### src/rtl/disp_scan_ctrl_pkg.sv
// Shared types and glyph table for the seven-segment scan controller.
package disp_pkg;
  localparam int NDIG = 8;
  localparam int IDXW = $clog2(NDIG);

  typedef logic [6:0] seg_t;

  typedef struct packed {
    logic [3:0] dig;
    logic       dp;
  } disp_entry_t;

  // Segment order {g,f,e,d,c,b,a}; codes 10..15 render as a blank glyph.
  localparam seg_t GLYPH [16] = '{
    7'h3F, 7'h06, 7'h5B, 7'h4F, 7'h66, 7'h6D, 7'h7D, 7'h07,
    7'h7F, 7'h6F, 7'h00, 7'h00, 7'h00, 7'h00, 7'h00, 7'h00
  };

  function automatic seg_t digit_to_seg(input logic [3:0] dig);
    return GLYPH[dig];
  endfunction
endpackage

### src/rtl/disp_scan_ctrl_if.sv
// Valid/ready write port carrying one position update for the digit bank.
interface disp_scan_ctrl_if;
  import disp_pkg::*;

  logic            wr_valid;
  logic            wr_ready;
  logic [IDXW-1:0] wr_pos;
  logic [3:0]      wr_dig;
  logic            wr_dp;

  modport master (output wr_valid, wr_pos, wr_dig, wr_dp, input wr_ready);
  modport slave  (input wr_valid, wr_pos, wr_dig, wr_dp, output wr_ready);
endinterface

### src/rtl/disp_scan_ctrl_seg_decoder.sv
// Combinational digit-to-segment lookup on the lit-digit read path.
module seg_decoder
  import disp_pkg::*;
(
  input  logic [3:0] dig,
  output seg_t       seg
);
  assign seg = digit_to_seg(dig);
endmodule

### src/rtl/disp_scan_ctrl.sv
// Seven-segment scan controller: register file, single-entry write buffer,
// slot counter with blanking gap, and registered pin outputs.
module disp_scan_ctrl
  import disp_pkg::*;
#(
  parameter int PRESCALE  = 1000,
  parameter int BLANK_CYC = 2
) (
  input  logic             clock,
  input  logic             reset,
  input  logic             enable,
  disp_scan_ctrl_if.slave  wr,
  output seg_t             seg,
  output logic             dp,
  output logic [NDIG-1:0]  an
);
  localparam int              CW        = $clog2(PRESCALE);
  localparam logic [CW-1:0]   CNT_LAST  = CW'(PRESCALE - 1);
  localparam logic [CW-1:0]   CNT_BLANK = CW'(BLANK_CYC);
  localparam logic [CW-1:0]   CNT_ONE   = CW'(1);
  localparam logic [IDXW-1:0] IDX_LAST  = IDXW'(NDIG - 1);
  localparam logic [IDXW-1:0] IDX_ONE   = IDXW'(1);
  localparam logic [NDIG-1:0] AN_ONE    = NDIG'(1);

  logic [CW-1:0]   cnt;
  logic [IDXW-1:0] idx;
  disp_entry_t     mem [NDIG];

  logic            pend_v;
  logic [IDXW-1:0] pend_pos;
  disp_entry_t     pend_ent;

  disp_entry_t     cur;
  seg_t            glyph;
  logic            slot_end;
  logic            commit;

  assign wr.wr_ready = ~pend_v;
  assign slot_end    = (cnt == CNT_LAST);
  // Commits only land on a slot boundary or while dark, so the lit digit never tears.
  assign commit      = pend_v & (~enable | slot_end);
  assign cur         = mem[idx];

  seg_decoder u_dec (
    .dig (cur.dig),
    .seg (glyph)
  );

  always_ff @(posedge clock) begin
    if (reset) begin
      cnt      <= '0;
      idx      <= '0;
      pend_v   <= 1'b0;
      pend_pos <= '0;
      pend_ent <= '0;
      for (int i = 0; i < NDIG; i++) mem[i] <= '0;
      an       <= '1;
      seg      <= '0;
      dp       <= 1'b0;
    end else begin
      if (!enable) begin
        cnt <= '0;
        idx <= '0;
      end else if (slot_end) begin
        cnt <= '0;
        idx <= (idx == IDX_LAST) ? '0 : idx + IDX_ONE;
      end else begin
        cnt <= cnt + CNT_ONE;
      end

      if (commit) begin
        mem[pend_pos] <= pend_ent;
        pend_v        <= 1'b0;
      end else if (wr.wr_valid && !pend_v) begin
        pend_v       <= 1'b1;
        pend_pos     <= wr.wr_pos;
        pend_ent.dig <= wr.wr_dig;
        pend_ent.dp  <= wr.wr_dp;
      end

      // Leading cycles of each slot stay dark so the previous digit cannot ghost.
      if (!enable || cnt < CNT_BLANK) begin
        an  <= '1;
        seg <= '0;
        dp  <= 1'b0;
      end else begin
        an  <= ~(AN_ONE << idx);
        seg <= glyph;
        dp  <= cur.dp;
      end
    end
  end
endmodule

### src/flat_wrapper.sv
// flat-port wrapper written by rule: the top's interface ports become plain ports
module disp_scan_ctrl_flat import disp_pkg::*;
#(
  parameter int PRESCALE  = 1000,
  parameter int BLANK_CYC = 2
)
  (clock, reset, enable, seg, dp, an, wr_wr_valid, wr_wr_pos, wr_wr_dig, wr_wr_dp, wr_wr_ready);
  disp_scan_ctrl_if wr_i ();
  input  logic clock;
  input  logic reset;
  input  logic enable;
  output seg_t seg;
  output logic dp;
  output logic [NDIG-1:0] an;
  input wire logic [$bits(wr_i.wr_valid)-1:0] wr_wr_valid;
  input wire logic [$bits(wr_i.wr_pos)-1:0] wr_wr_pos;
  input wire logic [$bits(wr_i.wr_dig)-1:0] wr_wr_dig;
  input wire logic [$bits(wr_i.wr_dp)-1:0] wr_wr_dp;
  output wire logic [$bits(wr_i.wr_ready)-1:0] wr_wr_ready;
  assign wr_i.wr_valid = wr_wr_valid;
  assign wr_i.wr_pos = wr_wr_pos;
  assign wr_i.wr_dig = wr_wr_dig;
  assign wr_i.wr_dp = wr_wr_dp;
  assign wr_wr_ready = wr_i.wr_ready;
  disp_scan_ctrl #(.PRESCALE(PRESCALE), .BLANK_CYC(BLANK_CYC)) u_core (.clock(clock), .reset(reset), .enable(enable), .wr(wr_i), .seg(seg), .dp(dp), .an(an));
endmodule
### config.mk
export PLATFORM = sky130hd
export DESIGN_NAME = disp_scan_ctrl_flat
export DESIGN_NICKNAME = d
export VERILOG_FILES = /design/src/rtl/disp_scan_ctrl_pkg.sv /design/src/rtl/disp_scan_ctrl_if.sv /design/src/rtl/disp_scan_ctrl_seg_decoder.sv /design/src/rtl/disp_scan_ctrl.sv /design/src/flat_wrapper.sv
export SDC_FILE = /design/constraint.sdc
export NUM_CORES = 1
export LEC_CHECK = 0
export BUFFER_PORTS_ARGS = -buffer_cell sky130_fd_sc_hd__buf_4
export CAP_MARGIN = 20
export CORE_ASPECT_RATIO = 0.75
export CORE_MARGIN = 2
export CORE_UTILIZATION = 56
export CTS_BUF_LIST = sky130_fd_sc_hd__clkbuf_4
export DETAILED_ROUTE_END_ITERATION = 7
export GPL_TIMING_DRIVEN = 0
export PLACE_DENSITY = 0.79
export SLEW_MARGIN = 5
export SYNTH_ARGS = -nofsm -noshare
export SYNTH_HDL_FRONTEND = slang
export SYNTH_SLANG_ARGS = --single-unit
### constraint.sdc
create_clock -name clock -period 1.85 [get_ports clock]
set_input_delay 0 -clock clock [delete_from_list [all_inputs] [get_ports clock]]
set_output_delay 0 -clock clock [all_outputs]
set_load 0.1 [all_outputs]
-- Word-level counts from Yosys, hierarchy flattened
Memories as Yosys holds them, arrays and structs flattened. A register that Yosys moved wholly into a read port is not among the register bits.
Index checks and enable logic that the tools add are counted.
- register bits after elaboration: 31
- bits in writable memories: 40
- ROM bits: 112
- input bits: 12
- output and inout port bits: 17
- word-level logic and storage cells: 44
- memories kept: 2
- memory list (memory ; depth ; width ; read ports ; clocked after Yosys merged registers in ; wr ports ; RTL line ; source):
    (no name shown) ; 16 ; 7 ; 1 ; 1 ; 0 ; disp_scan_ctrl_pkg.sv:20 ; return GLYPH[dig];
    u_core.mem ; 8 ; 5 ; 1 ; 1 ; 8 ; disp_scan_ctrl.sv:27 ; disp_entry_t mem [NDIG];
- $add $sub $neg: 2
- magnitude comparators: 1
- equality and inequality tests: 2
- shift-type cells: 1
- multiplexer cells: 11
- bitwise logic cells: 7
- reduce and logical (&&, ||, !) cells: 10
- operators by type and width (kind ; number):
    $mux W3 ; 4
    $add A10 B1 Y10 const B ; 1
    $eq A10 B10 Y1 const B ; 1
    $lt A10 B2 Y1 const B ; 1
    $not A8 Y8 ; 1
    $shl A1 B3 Y8 const A ; 1
    $mux W1 ; 6
    $reduce_or A2 Y1 ; 3
    $mux W5 ; 1
    $not A4 Y5 ; 1
    $reduce_or A5 Y1 ; 1
    $add A3 B1 Y3 const B ; 1
    $eq A3 B3 Y1 const B ; 1
    $not A1 Y1 ; 3
    $reduce_or A3 Y1 ; 1
    $logic_not A1 Y1 ; 2
    $reduce_and A2 Y1 ; 1
    $and A1 B1 Y1 ; 1
    $logic_and A1 B1 Y1 ; 1
    $logic_or A1 B1 Y1 ; 1
    $or A1 B1 Y1 ; 1

-- Logic depth before layout (Yosys ltp)
Gate-level depths: netlist of run 1.
- depth in word-level cells: 8
- gate-level depth with buffers: 8
- mapped depth without buffers: 7

-- Cells and area by module
Synthesis of run 1 repeated with hierarchy kept, for this count alone.
- cell total of the unflattened synthesis: 320
- area total of the unflattened synthesis: 3788.6 um^2
- modules (own cells, without submodules) (module ; times used ; cells each ; area an instance (um^2)):
    disp_scan_ctrl ; 1 ; 294 ; 3587.2
    seg_decoder ; 1 ; 26 ; 201.4

-- Least setup slack after synthesis of run 1
OpenSTA, ideal clock, no wires.
- path kind: flip-flop to flip-flop
- start: reg u_core.pend_v
- end: mem u_core.mem[1][0] in the netlist's numbering, enable pin
- library setup time: 0.301 ns
- arrival time: 1.928 ns
- required time: 1.549 ns
- slack: -0.378 ns
- stages on the path, launching flop included: 5
- path buffers: 0
- cell sequence: dfxtp_1 > inv_1 > or4_1 > nor3b_1 > or2_2
- RTL lines (item ; RTL line ; source):
    start, declared ; disp_scan_ctrl.sv:29 ; logic pend_v;
    start signal, assigned ; disp_scan_ctrl.sv:53 ; pend_v <= 1'b0;
    start signal, assigned ; disp_scan_ctrl.sv:73 ; pend_v <= 1'b0;
    start signal, assigned ; disp_scan_ctrl.sv:75 ; pend_v <= 1'b1;
    end, declared ; disp_scan_ctrl.sv:27 ;

==> reports/metrics.csv, run 1 <==
stage,metric,value,unit
sta,minimum clock period,1.989,ns
logic_synthesis,Synth area leaders,"edfxtp_1 34%, dfxtp_1 23%, and2_1 7.0%, ha_1 4.6%, mux4_1 4.4%",
pwr,internal power,2.352,mW
flow_run,maxcap violations,0,
place,port buffer count,28,
sta,slew margin rel.,0.3632,
global_route,antenna violations before repair,0,
sta,Setup Viol. Count Final,7,
pwr,"Power, Total",3.146,mW
logic_synthesis,syn_area_per_cell,12.07,um2
logic_synthesis,Post-synth ARST share,0,
clock_tree,clock sinks,81,
logic_synthesis,top_reg_cell synth,dfxtp_1,
global_route,largest net degree at the start of global routing,15,
clock_tree,CTS Buf Count,9,
final_layout,"Core Util, Final",0.7672,
pwr,P_leak,1.855,nW
logic_synthesis,Post-Synthesis Cells,295,
sta,Worst-Margin Slew,0.9508,ns
final_layout,Post-Layout Cell Count,471,
critical_path,crit path kind,reg2reg,
pwr,switching pwr,0.7946,mW
sta,Final Hold Violating Endpoints,0,
critical_path,crit start category,flop,
place,routability cong.,0.8067,
clock_tree,CTS max path bufs,2,
pwr,clock share of power,0.280,
hold_path,hold crit path type,in2reg,
route,WL per Instance,16.54,um
final_layout,Fill cells,358,
route,Vias,2537,
pwr,Cell Pwr Density,658.8,mW/mm2
route,Total Routed Length,7.789,mm
clock_tree,Worst-path clk slew,0.13,ns
place,dpl hpwl,4.490,mm
logic_synthesis,Synth cell types,44,
floorplan,I/O pins,29,
outcome,failing checks,negative setup slack,
clock_tree,CTS tree,built,
logic_synthesis,area of the mapped netlist,0.003561,mm2
critical_path,Critical Path AT,2.29,ns
clock_tree,H-tree depth,3,
floorplan,starting density of the core,0.5721,
place,placed insts,404,
floorplan,die extent in x,96.08,um
critical_path,critical path required time,2.15,ns
floorplan,Die Ht,73.06,um
final_layout,antenna cell count,0,
logic_synthesis,share of the yosys chip area belonging to registers,0.5678,
sta,Worst Skew,0.02231,ns
floorplan,core area,0.006225,mm2
route,DRT iter0 DRCs,82,
logic_synthesis,Post-synth EDFFs,40,
global_route,first-pass GRT wire length,11.72,mm
sta,final worst setup slack,-0.1387,ns
clock_tree,Root Buffer,clkbuf_4,
final_layout,layout cells sized above 1,0.3821,
logic_synthesis,top-area cell type share of the netlist area,0.3373,
pwr,Logic pwr share,0.099,
final_layout,post-route cell area,0.004776,mm2
final_layout,area grow syn2layout,34.12,%
global_route,total congestion overflow,0,
outcome,status,"finished, violations left",
route,ANT nets after route,0,
route,Vias/cell,5.386,
pwr,Net Sw Frac,0.2526,
logic_synthesis,post-synth net total,320,
logic_synthesis,Seq cells post-synth,81,
sta,Final Max Slew Viols,0,
place,placed cell area,0.003935,mm2
logic_synthesis,"area leader, netlist",edfxtp_1,
floorplan,Rows,25,
critical_path,Crit. End Element,flop,
pwr,peak supply drop,0.4323,mV
clock_tree,clk_lat worst skew,0.41,ns
sta,FMAX,502.8,MHz
global_route,total track usage,0.2312,
global_route,vias in the first global route,2394,
critical_path,CP Max Fanout,8,
sta,RSZ-0062 raised after global routing,yes,
pwr,Flop pwr share,0.621,
floorplan,die area,0.007020,mm2
route,Remaining DRCs,0,
final_layout,fin nets,410,
sta,crit share post-route,1.075,
route,DR pass1 iterations,4,
logic_synthesis,Syn. warnings,0,
-- worst max-delay path, stage by stage, from the launching register on --
cell and delay (ns):
dfxtp_1 0.35, buf_6 0.15, mux4_2 0.54, mux2i_4 0.32, buf_6 0.15, mux2i_1 0.26
o32ai_2 0.11
-- per-layer routing --
| layer | global-route usage | vias to the layer above | share of wire |
|---|---|---|---|
| met5 | 0 | - | 0 |
| met2 | 0.3866 | 83 | 0.51 |
| met3 | 0.06095 | 11 | 0.051 |
| li1 | - | 1220 | - |
| met4 | 0.09683 | 0 | 0.018 |
| met1 | 0.2854 | 1223 | 0.42 |
-- flip-flops by register name, summed over array words and instances, names as in the netlist, named ones only --
| name | count |
|---|---|
| u_core.pend_v | 1 |
| u_core.mem | 40 |
| u_core.cnt | 10 |
| u_core.pend_ent | 5 |
| u_core.seg | 7 |
| u_core.idx | 3 |
| u_core.an | 8 |
| u_core.dp | 1 |
| u_core.pend_pos | 3 |
-- what timing repair did --
item                       4_1_cts  5_1_grt
buffers inserted                21       15
gates cloned                     1        0
hold endpoints to repair         9        0
setup endpoints to repair       99       82
gates resized for setup         40       32
hold buffers                    16        0
pin swaps                       15       10
-- logic make-up after synthesis --
group                    Yosys count  synth area share
adder cells (fa/ha/maj)           13           0.04568
XOR/XNOR                           9           0.02213
flip-flops                        81            0.5678
multiplexers                      17           0.09698
AO/OA/AOI/OAI                     24           0.04322
AND/OR/NAND/NOR                  132            0.1985
buffers and inverters             19           0.02565
-- layout by cell type, fill, tap and decap left out, drive strengths merged, types with 7 or more instances in the layout --
master	netlist	routed
a21oi	14	14
and2	41	41
buf	4	68
clkbuf	6	14
dfxtp	41	41
dlygate4sd3	0	16
edfxtp	40	40
ha	13	13
inv	9	12
mux4	10	10
nand2	31	31
nor2	16	16
nor3	7	7
or2	9	9
-- per-stage QoR --
stage	setup TNS, ns	hold WS, ns	setup WS (ns)
2_1_floorplan	-5.030	0.1360	-0.2776
3_3_place_gp	-19.23	0.2489	-0.5701
3_5_place_dp	-22.96	0.2589	-0.5993
4_1_cts	-0.9982	0.001505	-0.1253
5_1_grt	-1.013	0.04080	-0.1957
6_report	-0.5158	0.03410	-0.1387
-- power groups by stage --
stage	Clock, mW	Combinational (mW)	Sequential (mW)
final	0.880	0.311	1.95
after global routing	0.960	0.334	1.96
after CTS	0.894	0.268	1.96
after detailed placement	0	0.196	2.00
after global placement	0	0.191	1.99
after floorplan	0	0.132	2.00
-- Yosys cell counts (3+ instances only) --
master	number
nor3_1	7
nor3b_1	4
xor2_1	4
dfxtp_1	41
clkbuf_1	5
xnor2_1	5
nand4_1	4
or2_2	9
mux4_2	4
ha_1	13
inv_1	8
and2_1	40
mux2i_1	3
nand3_1	5
mux4_1	6
a21oi_1	14
nand2b_1	4
o32ai_1	3
nand2_1	31
edfxtp_1	40
nor2_1	16
-- cell type report --
class                   instances  area, um2  area share
plain buffers                   9      61.31     0.01284
clock buffers                   9      67.56     0.01415
clock inverters                 7      42.54    0.008908
inverters                       9      37.54    0.007860
multi-input cells             195       1710      0.3581
flip-flops and latches         81       2039      0.4270
well taps                      81      101.3     0.02122
repair buffers                 80      715.7      0.1499
-- path summary, 6_finish.rpt --
| kind | startpoint | to | slack, ns | cells past startpoint |
|---|---|---|---|---|
| worst max register to register | flop | u_core.seg[5] | -0.14 | 6 |
| worst min register to register | u_core.idx[2] | u_core.an[6] | 0.51 | 1 |
| worst max-delay path | flop | u_core.seg[5] | -0.14 | 6 |
| worst min-delay path | wr_wr_valid | u_core.pend_ent[2] | 0.03 | 4 |
Note: power is estimated with default switching activity, not from simulation.
==> run 2, diff against run 1 <==
--- a/config.mk
+++ b/config.mk
@@ -7,7 +7,7 @@
 export LEC_CHECK = 0
 export BUFFER_PORTS_ARGS = -buffer_cell sky130_fd_sc_hd__buf_4
 export CAP_MARGIN = 20
-export CORE_ASPECT_RATIO = 0.75
+export CORE_ASPECT_RATIO = 2
 export CORE_MARGIN = 2
 export CORE_UTILIZATION = 56
 export CTS_BUF_LIST = sky130_fd_sc_hd__clkbuf_4
==> reports/metrics.csv, run 2 (synthesized netlist as in run 1, its figures left out) <==
stage,metric,value,unit
outcome,status,"finished, violations left",
route,Vias/cell,5.280,
floorplan,die extent in x,60.39,um
global_route,total track usage,0.2387,
final_layout,post-route cell area,0.004573,mm2
critical_path,RR Endpoint,u_core.seg[2],
route,ANT nets after route,0,
pwr,Flop pwr share,0.607,
critical_path,crit start category,flop,
route,DRT iter0 DRCs,79,
final_layout,Fill cells,427,
pwr,internal power,2.484,mW
final_layout,"Core Util, Final",0.7367,
global_route,total congestion overflow,0,
route,Vias,2434,
final_layout,max FFs per register,40,
final_layout,"commonest non-fill, non-tap cell in the layout",buf_4,
clock_tree,CTS max path bufs,2,
pwr,Net Sw Frac,0.2304,
sta,Final Hold Violating Endpoints,0,
flow_run,maxcap violations,0,
pwr,"Power, Total",3.228,mW
sta,Worst-Margin Slew,0.8360,ns
final_layout,layout cells sized above 1,0.3360,
clock_tree,Root Buffer,clkbuf_4,
sta,Worst Skew,0.01161,ns
floorplan,starting density of the core,0.5737,
clock_tree,CTS tree,built,
sta,FMAX,492.9,MHz
route,DR pass1 iterations,4,
sta,final worst setup slack,-0.1786,ns
clock_tree,Worst-path clk slew,0.12,ns
critical_path,Critical Path AT,2.41,ns
floorplan,core area,0.006207,mm2
final_layout,antenna cell count,0,
clock_tree,clock sinks,81,
final_layout,area grow syn2layout,28.43,%
critical_path,Crit. End Element,flop,
critical_path,critical path required time,2.23,ns
global_route,largest net degree at the start of global routing,13,
pwr,switching pwr,0.7438,mW
final_layout,Post-Layout Cell Count,461,
pwr,P_leak,1.753,nW
sta,RSZ-0062 raised after global routing,yes,
final_layout,Largest regs,"u_core.mem x40, u_core.cnt x10, u_core.an x8",
place,routability cong.,0.8354,
sta,Fin Hold WS,0.01547,ns
pwr,clock share of power,0.307,
critical_path,CP Max Fanout,7,
route,Total Routed Length,7.304,mm
critical_path,Setup crit end,u_core.seg[2],
sta,Final Max Slew Viols,0,
final_layout,most frequent cells in the layout,"51 x buf_4, 40 x and2_1, 40 x edfxtp_1",
final_layout,"Most flops, register",u_core.mem,
route,WL per Instance,15.84,um
outcome,failing checks,negative setup slack,
sta,crit share post-route,1.097,
global_route,antenna violations before repair,0,
critical_path,Worst R2R Path Depth,5,
global_route,first-pass GRT wire length,11.96,mm
sta,minimum clock period,2.029,ns
critical_path,"setup slack, reg-to-reg",-0.18,ns
global_route,vias in the first global route,2488,
floorplan,Rows,41,
sta,Setup Viol. Count Final,7,
route,Remaining DRCs,0,
clock_tree,H-tree depth,3,
floorplan,I/O pins,29,
critical_path,crit path kind,reg2reg,
sta,slew margin rel.,0.4401,
pwr,Cell Pwr Density,705.9,mW/mm2
clock_tree,clk_lat worst skew,0.43,ns
pwr,Logic pwr share,0.086,
clock_tree,CTS Buf Count,9,
floorplan,Die Ht,116.8,um
place,port buffer count,28,
place,placed cell area,0.003941,mm2
floorplan,die area,0.007051,mm2
pwr,peak supply drop,0.5688,mV
place,placed insts,409,
hold_path,hold crit path type,in2reg,
final_layout,fin nets,395,
place,dpl hpwl,4.713,mm
## run 2: cell types whose count changed in the layout (fill, tap and decap cells not counted), moves of 3 or more
cell / delta
dfxtp_4: -3
buf_6: -8
clkinv_1: +3
ha_1: +3
dlygate4sd3_1: -4
## run 2: how the worst min path moves through the flow
stage | startpoint | to | slack [ns] | cells past startpoint
global placement | wr_wr_dig[1] | u_core.pend_ent[2] | 0.25 | 3
detailed placement | wr_wr_dig[1] | u_core.pend_ent[2] | 0.25 | 3
CTS | wr_wr_valid | u_core.pend_ent[0] | 0.0001 | 4
global route | reset | u_core.cnt[4] | 0.01 | 4
floorplan | wr_wr_pos[1] | u_core.pend_pos[1] | 0.14 | 2
finish | reset | u_core.cnt[4] | 0.02 | 4
## run 2: what timing repair did
item                                    in CTS  in global routing
hold endpoints to repair                     9                  0
hold buffers                                12                  0
gates cloned                                 2                  0
pin swaps                                    9                  7
endpoints found under the setup margin     101                 48
buffers inserted                            16                  7
resized for setup                           37                 12
## run 2: area by class of cell
cell class	instances	area [um2]	share of cell area
Buffer	9	53.80	0.01176
Sequential cell	81	2031	0.4440
Inverter	9	37.54	0.008208
Clock buffer	11	82.58	0.01806
Multi-Input combinational cell	195	1667	0.3644
Timing Repair Buffer	65	548.0	0.1198
Tap cell	86	107.6	0.02353
Clock inverter	5	46.29	0.01012
## run 2: critical path, cell delays in order, from the launching register on
cell     delay [ns]
dfxtp_2        0.37
buf_2          0.21
mux4_1         0.58
mux2_4         0.32
or3_4          0.35
a21oi_2        0.14
## run 2: per-layer routing
metal  wire length, um  GRT usage  vias to the layer above  share of wire
li1                  -          -                     1189              -
met1              2824     0.2793                     1186           0.39
met2              4052     0.4007                       50           0.55
met3               281    0.06044                        9          0.038
met4               145     0.1111                        0          0.020
met5                 0          0                        -              0
## run 2: power groups by stage
stage / combinational [mW] / clock (mW) / sequential, mW
2_1_floorplan: 0.132 / 0 / 2.00
3_3_place_gp: 0.190 / 0 / 2.00
3_5_place_dp: 0.197 / 0 / 2.00
4_1_cts: 0.260 / 1.01 / 1.96
5_1_grt: 0.301 / 1.08 / 1.97
6_report: 0.276 / 0.993 / 1.96
## run 2: metrics by stage
step / setup TNS (ns) / setup WS (ns)
4_1_cts: -1.257 / -0.1415
3_3_place_gp: -15.78 / -0.4838
6_report: -0.8953 / -0.1786
2_1_floorplan: -5.030 / -0.2776
3_5_place_dp: -22.16 / -0.5376
5_1_grt: -1.586 / -0.2611
==> run 3, diff against run 2 <==
--- a/config.mk
+++ b/config.mk
@@ -5,12 +5,12 @@
 export SDC_FILE = /design/constraint.sdc
 export NUM_CORES = 1
 export LEC_CHECK = 0
-export BUFFER_PORTS_ARGS = -buffer_cell sky130_fd_sc_hd__buf_4
+export BUFFER_PORTS_ARGS = -buffer_cell sky130_fd_sc_hd__buf_2
 export CAP_MARGIN = 20
 export CORE_ASPECT_RATIO = 2
 export CORE_MARGIN = 2
 export CORE_UTILIZATION = 56
-export CTS_BUF_LIST = sky130_fd_sc_hd__clkbuf_4
+export CTS_BUF_LIST = sky130_fd_sc_hd__clkbuf_4 sky130_fd_sc_hd__clkbuf_8
 export DETAILED_ROUTE_END_ITERATION = 7
 export GPL_TIMING_DRIVEN = 0
 export PLACE_DENSITY = 0.79
==> reports/metrics.csv, run 3 (synthesized netlist as in run 1, its figures left out) <==
stage,metric,value,unit
place,dpl hpwl,4.750,mm
global_route,total track usage,0.2330,
pwr,Flop pwr share,0.572,
floorplan,core area,0.006207,mm2
floorplan,Die Ht,116.8,um
route,Vias,2429,
pwr,internal power,2.661,mW
pwr,peak supply drop,0.7314,mV
route,Remaining DRCs,0,
final_layout,area grow syn2layout,26.77,%
final_layout,"Most flops, register",u_core.mem,
pwr,Net Sw Frac,0.2225,
outcome,status,"finished, violations left",
final_layout,layout cells sized above 1,0.3379,
critical_path,worst-path cell chain,"buf_8, mux4_2, mux2i_4, inv_2, ha_2, o32ai_2",
final_layout,fin nets,387,
final_layout,most frequent cells in the layout,"40 x and2_1, 40 x edfxtp_1, 33 x dfxtp_1",
clock_tree,clk_lat worst skew,0.35,ns
floorplan,die area,0.007051,mm2
global_route,vias in the first global route,2471,
global_route,global routing's busiest layer,met2,
final_layout,Fill cells,421,
clock_tree,CTS tree,built,
sta,final worst setup slack,-0.1588,ns
critical_path,crit path kind,reg2reg,
global_route,largest net degree at the start of global routing,13,
route,DRT iter0 DRCs,86,
final_layout,Largest regs,"u_core.mem x40, u_core.cnt x10, u_core.an x8",
route,ANT nets after route,0,
critical_path,Worst R2R Path Depth,6,
clock_tree,Root Buffer,clkbuf_8,
global_route,total congestion overflow,0,
place,pre-CTS worst setup slack,-0.5711,ns
global_route,met2 Use GR,0.4036,
sta,Worst Skew,0.007015,ns
critical_path,critical path required time,2.10,ns
sta,RSZ-0062 raised after global routing,yes,
pwr,switching pwr,0.7616,mW
sta,Final Hold Violating Endpoints,0,
global_route,first-pass GRT wire length,11.59,mm
pwr,Logic pwr share,0.077,
critical_path,"slowest stage delay, CP",0.53,ns
place,routability cong.,0.8420,
final_layout,sequential cell area,0.002034,mm2
critical_path,Crit. End Element,flop,
clock_tree,CTS Buf Count,9,
sta,Worst-Margin Slew,0.6759,ns
critical_path,Critical Path AT,2.26,ns
pwr,clock share of power,0.351,
final_layout,post-route cell area,0.004514,mm2
critical_path,crit start category,flop,
sta,Fin Hold WS,0.09360,ns
floorplan,die extent in x,60.39,um
floorplan,Rows,41,
sta,Final Max Slew Viols,0,
global_route,antenna violations before repair,0,
global_route,GRT met1 Usage,0.2531,
pwr,P_leak,1.718,nW
clock_tree,clock sinks,81,
route,DR pass1 iterations,4,
critical_path,"slowest stage cell, crit path",mux4_2,
final_layout,combined area of the multi-input logic cells,0.001664,mm2
hold_path,Hold Path Stages,4,
pwr,Cell Pwr Density,758.1,mW/mm2
sta,FMAX,497.8,MHz
outcome,failing checks,negative setup slack,
clock_tree,H-tree depth,3,
final_layout,max FFs per register,40,
critical_path,CP Max Fanout,6,
place,port buffer count,28,
sta,crit share post-route,1.086,
clock_tree,CTS max path bufs,2,
route,Total Routed Length,7.352,mm
route,Vias/cell,5.362,
sta,slew margin rel.,0.5473,
flow_run,maxcap violations,0,
sta,minimum clock period,2.009,ns
global_route,global-route track usage on met3,0.03956,
clock_tree,Worst-path clk slew,0.08,ns
hold_path,hold crit path type,in2reg,
floorplan,starting density of the core,0.5737,
place,placed cell area,0.003871,mm2
sta,Setup Viol. Count Final,7,
route,WL per Instance,16.23,um
floorplan,I/O pins,29,
final_layout,antenna cell count,0,
## run 3: cell count changes in the layout (fill, tap and decap cells not counted), sizes merged
cell / before / now
bufinv: 1 / 0
buf: 57 / 53
clkinv: 4 / 1
dlygate4sd3: 12 / 8
clkbuf: 16 / 20
## run 3: cell type report
class | instances | area share
inverter | 9 | 0.008315
multi-input combinational | 195 | 0.3686
clock inverter | 1 | 0.001109
sequential | 81 | 0.4507
timing repair buffer | 57 | 0.09451
tap | 86 | 0.02384
clock buffer | 15 | 0.04019
buffer | 9 | 0.01275
## run 3: timing repair
action,in CTS,in global routing
hold buffers,8,0
gates cloned,2,0
pin swaps,14,9
buffers inserted,14,5
endpoints found under the hold margin,8,0
setup endpoints to repair,86,57
gates resized for setup,35,14
## run 3: power by group through the flow
stage | Clock (mW) | Combinational, mW | Sequential, mW
2_1_floorplan | 0 | 0.132 | 2.00
3_3_place_gp | 0 | 0.181 | 2.00
3_5_place_dp | 0 | 0.189 | 2.00
4_1_cts | 1.22 | 0.245 | 1.96
5_1_grt | 1.28 | 0.283 | 1.96
6_report | 1.20 | 0.262 | 1.96
## run 3: final timing paths
kind                               startpoint             to  slack (ns)
worst min-delay path                   enable  u_core.cnt[4]        0.09
worst min register to register  u_core.idx[2]   u_core.an[5]        0.49
worst max-delay path                     flop  u_core.seg[6]       -0.16
worst max register to register           flop  u_core.seg[6]       -0.16
## run 3: per-layer routing
layer  vias to the layer above  share of wire
li1                       1168              -
met1                      1185           0.38
met2                        57           0.55
met3                        19          0.030
met4                         0          0.038
met5                         -              0
## run 3: metrics by stage
| step | utilization | std cells | setup TNS (ns) | power [mW] |
|---|---|---|---|---|
| floorplan | - | 295 | -5.030 | 2.128 |
| global placement | 0.6237 | 409 | -17.07 | 2.177 |
| detailed placement | 0.6237 | 409 | -20.59 | 2.188 |
| CTS | 0.7128 | 449 | -1.273 | 3.425 |
| global route | 0.7273 | 453 | -1.490 | 3.528 |
| finish | 0.7273 | 453 | -0.9497 | 3.422 |
## run 3: worst max-delay path: cells and delay by family, from the launching register on
| family | cells | cell delay [ns] |
|---|---|---|
| AO/OA/AOI/OAI | 1 | 0.27 |
| flip-flops | 1 | 0.38 |
| adder cells (fa/ha/maj) | 1 | 0.21 |
| multiplexers | 2 | 0.80 |
| buffers and inverters | 2 | 0.25 |
